<file path="src/rtl/stopwatch_ctrl.sv">
// Stopwatch controller: BCD mm:ss.cc counter advanced by a 100 Hz tick, with a
// start/stop/split/clear state machine and a live/split display mux.
module stopwatch_ctrl #(
  parameter int unsigned MIN_MAX = 59
) (
  input  logic        clk,
  input  logic        rstn,
  input  logic        tick,
  input  logic        start_stop,
  input  logic        lap,
  input  logic        clear,
  output logic [23:0] disp_bcd,
  output logic        running,
  output logic        lapped,
  output logic        overflow
);

  typedef enum logic [1:0] {StIdle, StRun, StSplit, StPause} state_e;

  localparam logic [3:0] MinTens = 4'(MIN_MAX / 10);
  localparam logic [3:0] MinOnes = 4'(MIN_MAX % 10);

  state_e          state_q, state_d;
  // Digit index 0 is cs_ones, 5 is min_tens; packing matches disp_bcd order.
  logic [5:0][3:0] cnt_q, cnt_d, cnt_inc;
  logic [5:0][3:0] split_q, split_d;
  logic            overflow_q, overflow_d;
  logic            cnt_en, at_max, carry;

  assign cnt_en = tick && (state_q == StRun || state_q == StSplit);
  assign at_max = (cnt_q[5] == MinTens) && (cnt_q[4] == MinOnes) && (cnt_q[3] == 4'd5) &&
                  (cnt_q[2] == 4'd9) && (cnt_q[1] == 4'd9) && (cnt_q[0] == 4'd9);

  always_comb begin
    cnt_inc = cnt_q;
    carry   = 1'b1;
    for (int i = 0; i < 4; i++) begin
      if (carry) begin
        if (cnt_q[i] == ((i == 3) ? 4'd5 : 4'd9)) begin
          cnt_inc[i] = 4'd0;
        end else begin
          cnt_inc[i] = cnt_q[i] + 4'd1;
          carry      = 1'b0;
        end
      end
    end
    // Minutes never exceed MIN_MAX here: that case is the wrap below.
    if (carry) begin
      if (cnt_q[4] == 4'd9) begin
        cnt_inc[4] = 4'd0;
        cnt_inc[5] = cnt_q[5] + 4'd1;
      end else begin
        cnt_inc[4] = cnt_q[4] + 4'd1;
      end
    end
    if (at_max) cnt_inc = '0;
  end

  always_comb begin
    state_d    = state_q;
    cnt_d      = cnt_en ? cnt_inc : cnt_q;
    split_d    = split_q;
    overflow_d = cnt_en && at_max;
    case (state_q)
      StIdle: begin
        if (start_stop) state_d = StRun;
      end
      StRun: begin
        if (start_stop) begin
          state_d = StPause;
        end else if (lap) begin
          state_d = StSplit;
          split_d = cnt_d;
        end
      end
      StSplit: begin
        if (start_stop)  state_d = StPause;
        else if (lap)    state_d = StRun;
      end
      StPause: begin
        if (clear) begin
          state_d = StIdle;
          cnt_d   = '0;
          split_d = '0;
        end else if (start_stop) begin
          state_d = StRun;
        end
      end
      default: state_d = StIdle;
    endcase
  end

  always_ff @(posedge clk or negedge rstn) begin
    if (!rstn) begin
      state_q    <= StIdle;
      cnt_q      <= '0;
      split_q    <= '0;
      overflow_q <= 1'b0;
    end else begin
      state_q    <= state_d;
      cnt_q      <= cnt_d;
      split_q    <= split_d;
      overflow_q <= overflow_d;
    end
  end

  assign disp_bcd = (state_q == StSplit) ? split_q : cnt_q;
  assign running  = (state_q == StRun) || (state_q == StSplit);
  assign lapped   = (state_q == StSplit);
  assign overflow = overflow_q;

endmodule

</file>
<file path="config.mk">
export PLATFORM = sky130hd
export DESIGN_NAME = stopwatch_ctrl
export DESIGN_NICKNAME = d
export VERILOG_FILES = /design/src/rtl/stopwatch_ctrl.sv
export SDC_FILE = /design/constraint.sdc
export NUM_CORES = 1
export LEC_CHECK = 0
export ABC_AREA = 1
export BUFFER_PORTS_ARGS = -buffer_cell sky130_fd_sc_hd__buf_2
export CAP_MARGIN = 20
export CORE_MARGIN = 5
export CORE_UTILIZATION = 45
export DETAILED_ROUTE_END_ITERATION = 6
export GPL_TIMING_DRIVEN = 0
export PLACE_DENSITY = 0.61
export REMOVE_ABC_BUFFERS = 1
export SETUP_SLACK_MARGIN = 0.1
export SYNTH_ARGS = -nofsm -noshare
export SYNTH_HDL_FRONTEND = slang
export SYNTH_SLANG_ARGS = --single-unit
export TNS_END_PERCENT = 1
</file>
<file path="constraint.sdc">
create_clock -name clk -period 4.8 [get_ports clk]
set_clock_uncertainty 0.2 [all_clocks]
set_input_delay 0.72 -clock clk [delete_from_list [all_inputs] [get_ports clk]]
set_output_delay 0.72 -clock clk [all_outputs]
set_load 0.02 [all_outputs]
</file>
==> results.txt <==
Of the total synthesized cell area, the portion taken by XOR and XNOR cells is 0.0166. Data on the critical path is required at its endpoint by 4.80 ns. TritonCTS built the clock tree. The aggregate routed wire length is 7.58 mm. The total of cells resized after clock tree synthesis is 0. The final global-route overflow total is 0.

STA classifies the critical path startpoint as a flip-flop. After the last flow step, the layout net total stands at 476. The number of buffer cells added on primary ports is 32.

The number of fillers in the final layout came out at 712. The post-layout worst setup margin came out at 0.828 ns. The instance count after placement with tap cells included came out at 543. Measured against its own limit, the worst slew margin works out to 0.378. The critical path capture point type is a flip-flop. Counting flops with a built-in enable in the synthesized netlist gives 0. The net switching fraction of the power came out at 0.481. The share of the clock period used by the worst path after layout is 0.828. Of all flip-flops after synthesis, the portion carrying an async set or reset was 1.00. The worst setup slack after placement is 0.680 ns. In the layout the commonest cells are sky130_fd_sc_hd__nand2_1, sky130_fd_sc_hd__o21ai_0, sky130_fd_sc_hd__dfrtp_1. The classification of the worst-slack hold path is input pin to asynchronous set/reset pin. Counting stages on the worst path, the most repeated cell is sky130_fd_sc_hd__inv_1. The maximum clock insertion buffer count is 2. In this run the cell area measured after placement is 0.00345 mm².

In this run the horizontal extent of the chip is 93.8 µm. The signal on the critical path passes through inv_1 > ha_1 > nand2_1 > inv_1 > nor2_1 > buf_6 > inv_1 > nand2_1 > inv_1 > a21oi_1 > nor2_1. 33 I/O pins were placed. The first-pass iteration count of the detailed router came out at 4.

Entering global routing, the biggest net connects 51 pins. The fraction of final layout cells with drive strength greater than 1 is 0.132. The placement row count is 30. The number of levels the H-tree was split into came out at 2. The number of storage elements in the synthesis netlist is 51. The clock network fraction of design power is 0.149. Of the post-synthesis cell area, the part taken by muxes is 0. Based on the critical path, the design can be clocked at up to 252 MHz.

Leaving out fill and tap cells, the most frequent cell in the layout is sky130_fd_sc_hd__nand2_1. Max-cap violations in this run came to 0. Of the synthesized area, sequential elements account for 0.404. The detailed-placement wirelength estimate is 5.23 mm.

Counting every sink on the clock net gives 51. The run finished with clean final reports. The number of buffers inserted to repair setup after CTS is 0. The final standard cell count with taps included and fillers excluded came out at 551. The final-report setup violation count came out at 0.

In the final timing run, aggregate negative setup slack is 0 ns. The adder-cell share of the synthesized area is 0.0633. The kind of cell adding the most delay to the critical path is simple AND/OR/NAND/NOR gates. The final design area excluding fillers came out at 0.00353 mm². From bottom edge to top edge, the die measures 93.8 µm. The clock-pin slew on the worst setup and hold paths came out at 0.10 ns. Across the VDD grid, the largest voltage drop is 0.255 mV. The delay of the slowest critical-path stage is 0.59 ns. The count of final hold-check violations is 0. The clock period minus final worst setup slack came out at 3.97 ns. In this run the mean area of a mapped cell was 7.42 µm². Dividing the detail-routed wire length by the instance count gives 13.8 µm. The repair_antennas step left the layout with diodes totalling 0. Of the total power, combinational logic draws 0.498. For this block, the initial DRC count from the detailed router was 143.

Once layout is complete, the utilization of the core stands at 0.516. The yosys synthesis warning count is 0. The final-layout worst hold slack came out at 0.145 ns. The power per unit of standard cell area came out at 476 mW/mm². The cell-internal power came out at 0.872 mW. By area, the combinational part of the netlist is dominated by simple AND/OR/NAND/NOR gates. The overall track demand over capacity in global routing came out at 0.187. The combined buffer and inverter count along the critical path is 5. The final antenna-violating net count is 0. The clock latency reported for the late side of the worst-skew pair came out at 0.31 ns.

The slack of the worst reg-to-reg path came out at 0.83 ns. The most used flip-flop cell after synthesis is sky130_fd_sc_hd__dfrtp_1. The slowest cell on the critical path is sky130_fd_sc_hd__inv_1. The number of distinct standard cells referenced by the synthesized netlist is 34.

The worst path arrival time came out at 3.97 ns. The cts-stage hold buffer count came out at 0. Of the total synthesized cell area, the portion taken by AND, OR, NAND and NOR gates is 0.273. The maximum fanout encountered on the critical timing path came out at 30.

The DRC violations left is 0. The CTS buffer count came out at 5. The area growth from synthesis to final layout is 11.6%. The compound-gate portion of the synthesized area came to 0.170. The power dissipated by switching net loads came out at 0.809 mW.

The initial utilization of the core area, before any placement, comes to 0.463. The tree is rooted in a sky130_fd_sc_hd__clkbuf_8. Setup repair after global routing left no endpoint under its margin. The floorplan core area is 0.00683 mm². The routability-driven placement congestion ratio is 0.783. The first global-routing pass estimated 13.2 mm of wire. The portion of total power attributed to sequential cells came out at 0.353. The detailed-route vias per instance came out at 5.09.

The mapped netlist covers 0.00316 mm². The routed layout has 2803 vias. The gate count of the mapped netlist came out at 426.

The die footprint came out at 0.00880 mm². The final max-slew violation count came out at 0. The static power due to leakage is 1.71 nW. The setup path with the least slack is of type flip-flop to flip-flop. The total chip power is 1.68 mW. At the pin with the least slew margin, the transition time is 0.932 ns.

The via count of the first global-routing pass came out at 2735. The initial antenna violation count is 0.
## synth_stat cells, types with 5 or more instances
| master | n | area (µm²) |
|---|---|---|
| sky130_fd_sc_hd__nand4_1 | 6 | 37.5 |
| sky130_fd_sc_hd__nor2_1 | 28 | 105 |
| sky130_fd_sc_hd__o21ai_0 | 51 | 255 |
| sky130_fd_sc_hd__a21oi_1 | 22 | 110 |
| sky130_fd_sc_hd__inv_1 | 40 | 150 |
| sky130_fd_sc_hd__a22oi_1 | 5 | 37.5 |
| sky130_fd_sc_hd__buf_2 | 5 | 25.0 |
| sky130_fd_sc_hd__o21ai_1 | 12 | 60.1 |
| sky130_fd_sc_hd__nand2_1 | 127 | 477 |
| sky130_fd_sc_hd__nand3_1 | 20 | 100 |
| sky130_fd_sc_hd__clkbuf_1 | 8 | 30.0 |
| sky130_fd_sc_hd__dfrtp_1 | 51 | 1280 |
| sky130_fd_sc_hd__xor2_1 | 6 | 52.6 |
| sky130_fd_sc_hd__ha_1 | 16 | 200 |
## logic make-up (layout without fill, tap and decap cells)
logic type,count (synthesis),count (layout)
buffers and inverters,59,88
and+or+nand+nor,195,195
adders and majority gates,16,16
DFF,51,51
AOI/OAI and AO/OA,99,99
xor gates and xnor gates,6,6
## layer usage
metal,wire length (µm),up-vias,global-route usage
li1,-,1446,-
met2,3490,44,0.315
met4,70,0,0.0397
met1,3710,1305,0.255
met3,309,8,0.0288
met5,0,-,0
## power groups by stage
| stage | Clock (mW) | Combinational, mW | Sequential [mW] |
|---|---|---|---|
| global route | 0.269 | 0.961 | 0.607 |
| floorplan | 0 | 0.547 | 0.583 |
| detailed placement | 0 | 0.846 | 0.601 |
| CTS | 0.256 | 0.850 | 0.593 |
| finish | 0.251 | 0.837 | 0.593 |
| global placement | 0 | 0.779 | 0.598 |
## final timing paths
path / start / endpoint / cells after the start
worst max register to register: state_q[0]$_DFFE_PN0P_ / flip-flop / 11
min in group clk: split_q[20]$_DFFE_PN0P_ / split_q[20]$_DFFE_PN0P_ / 2
max in group asynchronous: rstn / asynchronous set/reset pin / 2
worst min-delay path: rstn / asynchronous set/reset pin / 1
worst max-delay path: state_q[0]$_DFFE_PN0P_ / flip-flop / 11
worst min register to register: split_q[20]$_DFFE_PN0P_ / split_q[20]$_DFFE_PN0P_ / 2
## final cells by class
| cell class | instances | area [µm²] | share of cell area |
|---|---|---|---|
| well taps | 96 | 120 | 0.0340 |
| multi-input cells | 316 | 1660 | 0.471 |
| clock inverters | 1 | 5.00 | 0.00142 |
| flip-flops and latches | 51 | 1280 | 0.362 |
| clock buffers | 7 | 76.3 | 0.0216 |
| inverters | 45 | 170 | 0.0482 |
| repair buffers | 35 | 219 | 0.0621 |
## worst register-to-register path: stages, from the launching register on
cell	delay, ns
sky130_fd_sc_hd__dfrtp_1	0.41
sky130_fd_sc_hd__inv_1	0.08
sky130_fd_sc_hd__ha_1	0.31
sky130_fd_sc_hd__nand2_1	0.45
sky130_fd_sc_hd__inv_1	0.59
sky130_fd_sc_hd__nor2_1	0.53
sky130_fd_sc_hd__buf_6	0.22
sky130_fd_sc_hd__inv_1	0.09
sky130_fd_sc_hd__nand2_1	0.38
sky130_fd_sc_hd__inv_1	0.31
sky130_fd_sc_hd__a21oi_1	0.23
sky130_fd_sc_hd__nor2_1	0.07
(Power assumes the default switching activity.)
